$ cat src/rtl/spi_flash_arbiter.sv
// spi_flash_arbiter: round-robin sharing of one SPI flash reader between fetch (port 0) and load (port 1),
// with a one-entry last-word buffer that answers repeat addresses without touching the flash.
module spi_flash_arbiter #(
    parameter int ADDR_W     = 20,
    parameter bit BUF_EN     = 1'b1,
    parameter int GAP_CYCLES = 2
) (
    input  logic              clk,
    input  logic              reset,
    input  logic              rstrb0,
    input  logic [ADDR_W-1:0] addr0,
    output logic [31:0]       rdata0,
    output logic              rbusy0,
    input  logic              rstrb1,
    input  logic [ADDR_W-1:0] addr1,
    output logic [31:0]       rdata1,
    output logic              rbusy1,
    input  logic              inval,
    output logic              f_rstrb,
    output logic [ADDR_W-1:0] f_addr,
    input  logic [31:0]       f_rdata,
    input  logic              f_rbusy
);
    localparam int GW = $clog2(GAP_CYCLES + 2);
    typedef enum logic [1:0] {IDLE, ISSUE, WAIT_DONE, DELIVER} state_t;
    state_t            r_state, w_next;
    logic [1:0]        r_pend;
    logic [ADDR_W-1:0] r_req_addr0, r_req_addr1, r_buf_addr, r_f_addr;
    logic [31:0]       r_buf_data, r_rdata0, r_rdata1;
    logic              r_rr_last, r_grant, r_buf_valid;
    logic [GW-1:0]     r_gap_cnt;
    logic              w_gnt, w_hit, w_capture, w_deliver;
    logic [ADDR_W-1:0] w_gnt_addr;
    // On a tie the port that did not win last time gets the grant.
    assign w_gnt      = (&r_pend) ? ~r_rr_last : r_pend[1];
    assign w_gnt_addr = w_gnt ? r_req_addr1 : r_req_addr0;
    assign w_hit      = BUF_EN && r_buf_valid && (r_buf_addr == w_gnt_addr);
    assign w_capture  = (r_state == WAIT_DONE) && !f_rbusy;
    assign w_deliver  = (r_state == DELIVER);
    always_ff @(posedge clk or posedge reset) begin
        if (reset) r_state <= IDLE;
        else       r_state <= w_next;
    end
    // The re-arm gap only holds back flash issues; buffer hits proceed.
    always_comb begin
        w_next = r_state;
        case (r_state)
            IDLE:      if (|r_pend) w_next = w_hit ? DELIVER : ((r_gap_cnt == '0) ? ISSUE : IDLE);
            ISSUE:     if (f_rbusy) w_next = WAIT_DONE;
            WAIT_DONE: if (!f_rbusy) w_next = DELIVER;
            default:   w_next = IDLE;
        endcase
    end
    always_comb begin
        f_rstrb = (r_state == ISSUE);
        rbusy0  = rstrb0 | r_pend[0];
        rbusy1  = rstrb1 | r_pend[1];
    end
    assign f_addr = r_f_addr;
    assign rdata0 = r_rdata0;
    assign rdata1 = r_rdata1;
    always_ff @(posedge clk or posedge reset) begin
        if (reset) begin
            r_pend      <= '0;
            r_req_addr0 <= '0;
            r_req_addr1 <= '0;
            r_rr_last   <= 1'b1;
            r_grant     <= 1'b0;
            r_f_addr    <= '0;
            r_buf_valid <= 1'b0;
            r_buf_addr  <= '0;
            r_buf_data  <= '0;
            r_gap_cnt   <= '0;
            r_rdata0    <= '0;
            r_rdata1    <= '0;
        end else begin
            if (rstrb0 && !r_pend[0]) begin
                r_pend[0]   <= 1'b1;
                r_req_addr0 <= addr0;
            end else if (w_deliver && !r_grant) r_pend[0] <= 1'b0;
            if (rstrb1 && !r_pend[1]) begin
                r_pend[1]   <= 1'b1;
                r_req_addr1 <= addr1;
            end else if (w_deliver && r_grant) r_pend[1] <= 1'b0;
            if (r_state == IDLE && w_next != IDLE) begin
                r_grant   <= w_gnt;
                r_rr_last <= w_gnt;
            end
            if (r_state == IDLE && w_next == ISSUE) r_f_addr <= w_gnt_addr;
            if (w_capture) begin
                r_buf_data <= f_rdata;
                r_buf_addr <= r_f_addr;
            end
            r_buf_valid <= inval ? 1'b0 : (w_capture ? 1'b1 : r_buf_valid);
            r_gap_cnt   <= w_capture ? GW'(GAP_CYCLES) : ((r_gap_cnt != '0) ? r_gap_cnt - 1'b1 : r_gap_cnt);
            if (w_deliver && !r_grant) r_rdata0 <= r_buf_data;
            if (w_deliver && r_grant)  r_rdata1 <= r_buf_data;
        end
    end
endmodule

$ cat config.mk
export PLATFORM = sky130hd
export DESIGN_NAME = spi_flash_arbiter
export DESIGN_NICKNAME = d
export VERILOG_FILES = /design/src/rtl/spi_flash_arbiter.sv
export SDC_FILE = /design/constraint.sdc
export NUM_CORES = 1
export LEC_CHECK = 0
export BUFFER_PORTS_ARGS = -buffer_cell sky130_fd_sc_hd__buf_4
export CORE_ASPECT_RATIO = 1.25
export CORE_MARGIN = 1
export CORE_UTILIZATION = 59
export DETAILED_ROUTE_END_ITERATION = 7
export GPL_TIMING_DRIVEN = 0
export PLACE_DENSITY = 0.88
export SLEW_MARGIN = 20
export SYNTH_ARGS = -nofsm -noshare
export SYNTH_HDL_FRONTEND = slang
export SYNTH_SLANG_ARGS = --single-unit
$ cat constraint.sdc
create_clock -name clk -period 8.5 [get_ports clk]
set_input_delay 0.85 -clock clk [delete_from_list [all_inputs] [get_ports clk]]
set_output_delay 0.85 -clock clk [all_outputs]
set_load 0.05 [all_outputs]
==> flow_metrics.tcl, run 1 <==
set metrics [dict create \
    status "finished, final reports clean" \
    grt_pass1_vias 5624 \
    grt_max_degree 80 \
    fin_ws_ns 5.54 \
    num_io_pins 165 \
    worst_hold_slack_ns 0.389 \
    routedWlPerCell_um 19.4 \
    firstDrtPassIters 6 \
    period_needed_ns 2.96 \
    rr_endpoint "f_addr[8]" \
    cts_tree "yes" \
    async_reset_ff_frac 1.00 \
    port-buffer-count 164 \
    switching_share 0.426 \
    ys_ff_latch 185 \
    yosysSeqAreaShare 0.598 \
    synthToLayoutAreaGrowth_pct 26.7 \
    grt_pass1_wl_mm 28.8 \
    fp-row-count 46 \
    synth_edf_count 0 \
    grtUsageTotal 0.279 \
    die_w_um 105 \
    internal_power_w 0.00265 \
    crit_required_ns 8.81 \
    core_area_um2 12800 \
    start_util 0.606 \
    r2r_cells 8 \
    fin_setup_tns_ns 0 \
    viasPerCell 5.54 \
    crit_arrival_ns 3.26 \
    synthFlopType "dfrtp_1" \
    yosysTopAreaCell "dfrtp_1" \
    die_h_um 130 \
    clkPwrFrac 0.166 \
    drtIter0Drc 279 \
    drc 0 \
    antenna_found_initial 0 \
    htreeDepth 4 \
    drive_gt1_frac 0.490 \
    p_switching_w 0.00197 \
    vias 5115 \
    vdd_drop_max_mv 0.330 \
    cp_max_fo 10 \
    period_share 0.348 \
    post-cts-setup-buffers 0 \
    path_clk_slew_ns 0.06 \
    crit_path_start_kind "flip-flop" \
    routabilityCongestion 0.932 \
    critPathKind "flip-flop to flip-flop" \
    finalSetupViolCount 0 \
    syn_area_per_cell_um2 13.8 \
    drv_cap 0 \
    total_power_w 0.00462 \
    cts_sinks 185 \
    ys_top_cells_by_area "dfrtp_1, mux2_2, mux2i_1" \
    rsz0062_at_grt "false" \
    hold_class "input port to async pin" \
    synth_cell_types 45 \
    pre_cts_slack_ns 5.53 \
    power.leakage_nw 4.61 \
    p_seq_frac 0.358 \
    hold_viol 0 \
    grt.overflow.total 0 \
    comb_power_share 0.476 \
    clock_path_buffers 2 \
    post-route-util 0.769 \
    drt-total-wl_mm 17.9 \
    netlist_instances 560 \
    tightest_slew_ns 0.806 \
    cts_hold_buf 0 \
    final_common_cell "dfrtp_1" \
    max-slew-margin-rel 0.463 \
    max_freq_mhz 338 \
    power_density_nw_per_um2 471 \
    dieArea_um2 13600 \
    ctsRootBufferMaster "clkbuf_16" \
    yosysWarningCount 0 \
    r2r_slack_ns 5.54 \
    syn_area_um2 7750 \
    synth_nets 639 \
    final_cell_mix "dfrtp_1, buf_4, mux2_2" \
    slew_violations 0 \
    regToRegStartpoint "r_pend[0]" \
    finClkSkew_ns 0.0121 \
    numCtsBuffers 17 \
    insertion_delay_ns 0.43 \
    antenna_cells 0 \
    dp.final_hpwl_mm 12.8 \
    fin_nets 824 \
    end_kind "flip-flop" \
    drtAntennaViolNets 0 \
    cts_resized 0 \
    synth_top_area_frac 0.594 \
]
## layout make-up
class | instances | area, µm²
plain buffers | 26 | 121
clock buffers | 21 | 470
clock inverters | 8 | 97.6
fillers | 809 | 2960
inverters | 20 | 82.6
multi-input cells | 329 | 2920
flip-flops and latches | 185 | 4630
well taps | 168 | 210
repair buffers | 166 | 1290
## logic make-up (layout without fill, tap and decap cells)
group | Yosys count | after routing | share of synthesized area
xor gates and xnor gates | 20 | 20 | 0.0226
buffers and inverters | 46 | 241 | 0.0254
DFF | 185 | 185 | 0.598
muxes | 179 | 179 | 0.258
AOI/OAI and AO/OA | 41 | 41 | 0.0413
and+or+nand+nor | 88 | 88 | 0.0539
adders and majority gates | 1 | 1 | 0.00161
## power groups by stage
stage / logic, W / clock network, W / registers (W)
6_report: 0.00220 / 0.000766 / 0.00165
5_1_grt: 0.00232 / 0.000807 / 0.00171
4_1_cts: 0.00221 / 0.000778 / 0.00165
3_5_place_dp: 0.00220 / 0 / 0.00166
3_3_place_gp: 0.00213 / 0 / 0.00162
2_1_floorplan: 0.000895 / 0 / 0.00228
## worst max-delay path by stage
stage | depth (start not counted) | end | start
6_report | 8 | f_addr[8] | r_pend[0]
3_5_place_dp | 5 | r_buf_data[2] | f_rbusy
3_3_place_gp | 2 | f_addr[3] | reset
4_1_cts | 8 | f_addr[0] | r_pend[0]
5_1_grt | 8 | f_addr[8] | r_pend[1]
2_1_floorplan | 1 | f_addr[0] | reset
## cells in the mapped netlist (2+ instances only)
| master | count |
|---|---|
| nand2_1 | 42 |
| nor2b_1 | 10 |
| mux2i_1 | 16 |
| o2bb2ai_1 | 2 |
| nand2b_1 | 5 |
| o21ai_0 | 12 |
| nand4_1 | 2 |
| xnor2_1 | 11 |
| nor3_1 | 3 |
| or2_2 | 3 |
| a22oi_1 | 2 |
| or3_1 | 2 |
| mux2_2 | 163 |
| nand3_1 | 4 |
| clkbuf_1 | 22 |
| xor2_1 | 9 |
| dfrtp_1 | 184 |
| nor2_1 | 10 |
| buf_6 | 3 |
| o2111ai_1 | 3 |
| a21oi_1 | 6 |
| inv_1 | 20 |
| nor3b_1 | 2 |
| a311o_1 | 2 |
| o221ai_1 | 2 |
## registers in the layout (all words and copies together) (netlist names)
name and count:
r_grant 1, r_buf_addr 20, r_rr_last 1, r_req_addr0 20, r_gap_cnt 2, f_addr 20, rdata1 32, rdata0 32
r_state 2, r_buf_valid 1, r_buf_data 32, r_req_addr1 20, r_pend 2
## metal layers
metal,track usage,vias to the layer above,part of all wire
met4,0.112,0,0.020
li1,-,2310,-
met2,0.488,180,0.52
met3,0.0794,28,0.065
met1,0.327,2597,0.39
met5,0,-,0
## stage by stage
step | area, µm² | instances
global placement | 9190 | 892
global route | 9820 | 923
CTS | 9820 | 923
finish | 9820 | 923
detailed placement | 9250 | 894
floorplan | 7750 | 560
## critical path, stage by stage, from the launching register on
cell      delay (ns)
dfrtp_1         0.48
a21boi_4        0.37
buf_6           0.23
mux2i_1         0.20
o221ai_1        0.15
a2111o_1        0.52
o31ai_4         0.30
buf_6           0.22
mux2_2          0.36
(Power assumes the default switching activity.)
==> run 2: changes to the inputs <==
Settings changed: CORE_UTILIZATION 59 to 49, PLACE_DENSITY 0.88 to 0.79.
Clock period 8.5 ns to 2.43 ns, I/O delays scaled along.
==> flow_metrics.tcl, run 2 (synthesis gave the netlist of run 1 again) <==
set metrics [dict create \
    crit_start "r_rr_last" \
    period_share 1.10 \
    drc 0 \
    slew_violations 0 \
    crit_required_ns 2.74 \
    fillers 1110 \
    die_h_um 143 \
    ctsRootBufferMaster "clkbuf_16" \
    cp_max_fo 7 \
    post-route-util 0.671 \
    dp.final_hpwl_mm 13.2 \
    grt_max_degree 37 \
    place_area_um2 9360 \
    comb_power_share 0.472 \
    fin_nets 850 \
    viasPerCell 5.32 \
    internal_power_w 0.0102 \
    crit_path_start_kind "flip-flop" \
    clock_path_buffers 2 \
    max_freq_mhz 373 \
    antenna_found_initial 0 \
    antenna_cells 0 \
    critical_path_buf_inv_count 3 \
    drv_cap 0 \
    drtAntennaViolNets 0 \
    hold_class "input port to flip-flop" \
    path_cells "a21boi_4 -> buf_8 -> buf_4 -> mux2i_1 -> a22oi_1 -> o2111ai_2 -> o31ai_4 -> buf_6 -> mux2_2" \
    htreeDepth 4 \
    fin_ws_ns -0.250 \
    period_needed_ns 2.68 \
    drive_gt1_frac 0.526 \
    die_w_um 114 \
    critical-path-top-delay-family "compound AO/OA/AOI/OAI gates" \
    violations "negative setup slack" \
    p_switching_w 0.00713 \
    holdCritStartpoint "addr0[11]" \
    grt_pass1_vias 5675 \
    clkPwrFrac 0.194 \
    p_seq_frac 0.334 \
    start_util 0.500 \
    finalSetupViolCount 24 \
    grtUsageTotal 0.244 \
    port-buffer-count 164 \
    path_clk_slew_ns 0.07 \
    critPathKind "flip-flop to flip-flop" \
    numCtsBuffers 17 \
    regToRegStartpoint "r_rr_last" \
    power_density_nw_per_um2 1660 \
    end_kind "flip-flop" \
    final_common_cell "dfrtp_1" \
    routabilityCongestion 0.870 \
    drt-total-wl_mm 18.8 \
    max-slew-margin-rel 0.434 \
    critPathSlowestCell "dfstp_2" \
    final_cell_mix "dfrtp_1, buf_4, mux2_2" \
    synthToLayoutAreaGrowth_pct 34.3 \
    num_io_pins 165 \
    firstDrtPassIters 5 \
    switching_share 0.412 \
    tightest_slew_ns 0.849 \
    finClkSkew_ns 0.00797 \
    cpPeakStageDelay_ns 0.57 \
    cts_sinks 185 \
    cts_tree "yes" \
    power.leakage_nw 4.87 \
    grt_pass1_wl_mm 29.7 \
    hold_viol 0 \
    grt.overflow.total 0 \
    routedWlPerCell_um 18.9 \
    crit_arrival_ns 2.99 \
    drtIter0Drc 277 \
    rsz0062_at_grt "true" \
    core_area_um2 15500 \
    fp-row-count 51 \
    vias 5289 \
    insertion_delay_ns 0.43 \
    status "complete, but fails checks" \
    postLayoutCellArea_um2 10400 \
    vdd_drop_max_mv 1.06 \
    dieArea_um2 16300 \
]
==> run 2: cell count changes in the layout (fill, tap and decap cells not counted), moves of 3 or more <==
cell / change
buf_6: +6
buf_4: +13
dlygate4sd3_1: +3
clkbuf_8: -3
clkinv_2: -3
bufinv_16: +6
mux2_2: -9
mux2_4: +9
clkbuf_2: +3
buf_12: +4
mux2i_1: -3
clkbuf_1: -5
==> run 2: routing by layer <==
metal | global-route usage | wire length, µm | vias to the layer above
met3 | 0.0830 | 1540 | 50
li1 | - | - | 2374
met1 | 0.274 | 7020 | 2649
met4 | 0.111 | 625 | 0
met5 | 0 | 0 | -
met2 | 0.416 | 9630 | 216
==> run 2: timing repair <==
action / CTS / global route
gates cloned: 1 / 0
hold endpoints to repair: 32 / 0
setup endpoints to repair: 52 / 47
setup buffers: 17 / 2
hold buffers: 3 / 0
pin swaps: 5 / 2
resized for setup: 29 / 12
==> run 2: final cells by class <==
cell class,instances,area [µm²],area share
Buffer,26,133,0.0127
Clock buffer,17,425,0.0409
Clock inverter,14,292,0.0280
Inverter,20,78.8,0.00758
Multi-Input combinational cell,329,3030,0.291
Sequential cell,185,4630,0.445
Tap cell,212,265,0.0255
Timing Repair Buffer,192,1550,0.149
==> run 2: worst register-to-register path, cell delays in order (launching register included) <==
cell,delay [ns]
dfstp_2,0.57
a21boi_4,0.10
buf_8,0.16
buf_4,0.14
mux2i_1,0.13
a22oi_1,0.27
o2111ai_2,0.27
o31ai_4,0.42
buf_6,0.19
mux2_2,0.33
==> run 2: through the flow <==
step	setup slack (ns)	total power (W)	cells	hold slack, ns	TNS, ns
after detailed placement	-0.476	0.0135	941	0.406	-14.84
final	-0.250	0.0173	995	0.0120	-4.87
after global placement	-1.12	0.0132	936	0.405	-218.46
after CTS	-0.248	0.0173	993	0.00515	-4.73
after floorplan	-0.191	0.0111	560	0.309	-35.72
after global routing	-0.323	0.0182	995	0.0174	-6.32
==> run 2: power by group through the flow <==
stage | clock network, W | registers, W | logic [W]
global placement | 0 | 0.00566 | 0.00751
finish | 0.00335 | 0.00579 | 0.00818
CTS | 0.00340 | 0.00578 | 0.00809
global route | 0.00352 | 0.00600 | 0.00864
detailed placement | 0 | 0.00579 | 0.00772
floorplan | 0 | 0.00797 | 0.00313
==> run 2: path summary, 6_finish.rpt <==
kind                       cells past startpoint              end  slack [ns]
min reg2reg                                    1       rdata0[22]        0.51
max reg2reg                                    9        f_addr[7]       -0.25
min in group asynchronous                      3    r_buf_data[2]        0.50
min                                            3  r_req_addr0[11]        0.01
max in group asynchronous                      6       rdata1[23]        0.90
max                                            9        f_addr[7]       -0.25
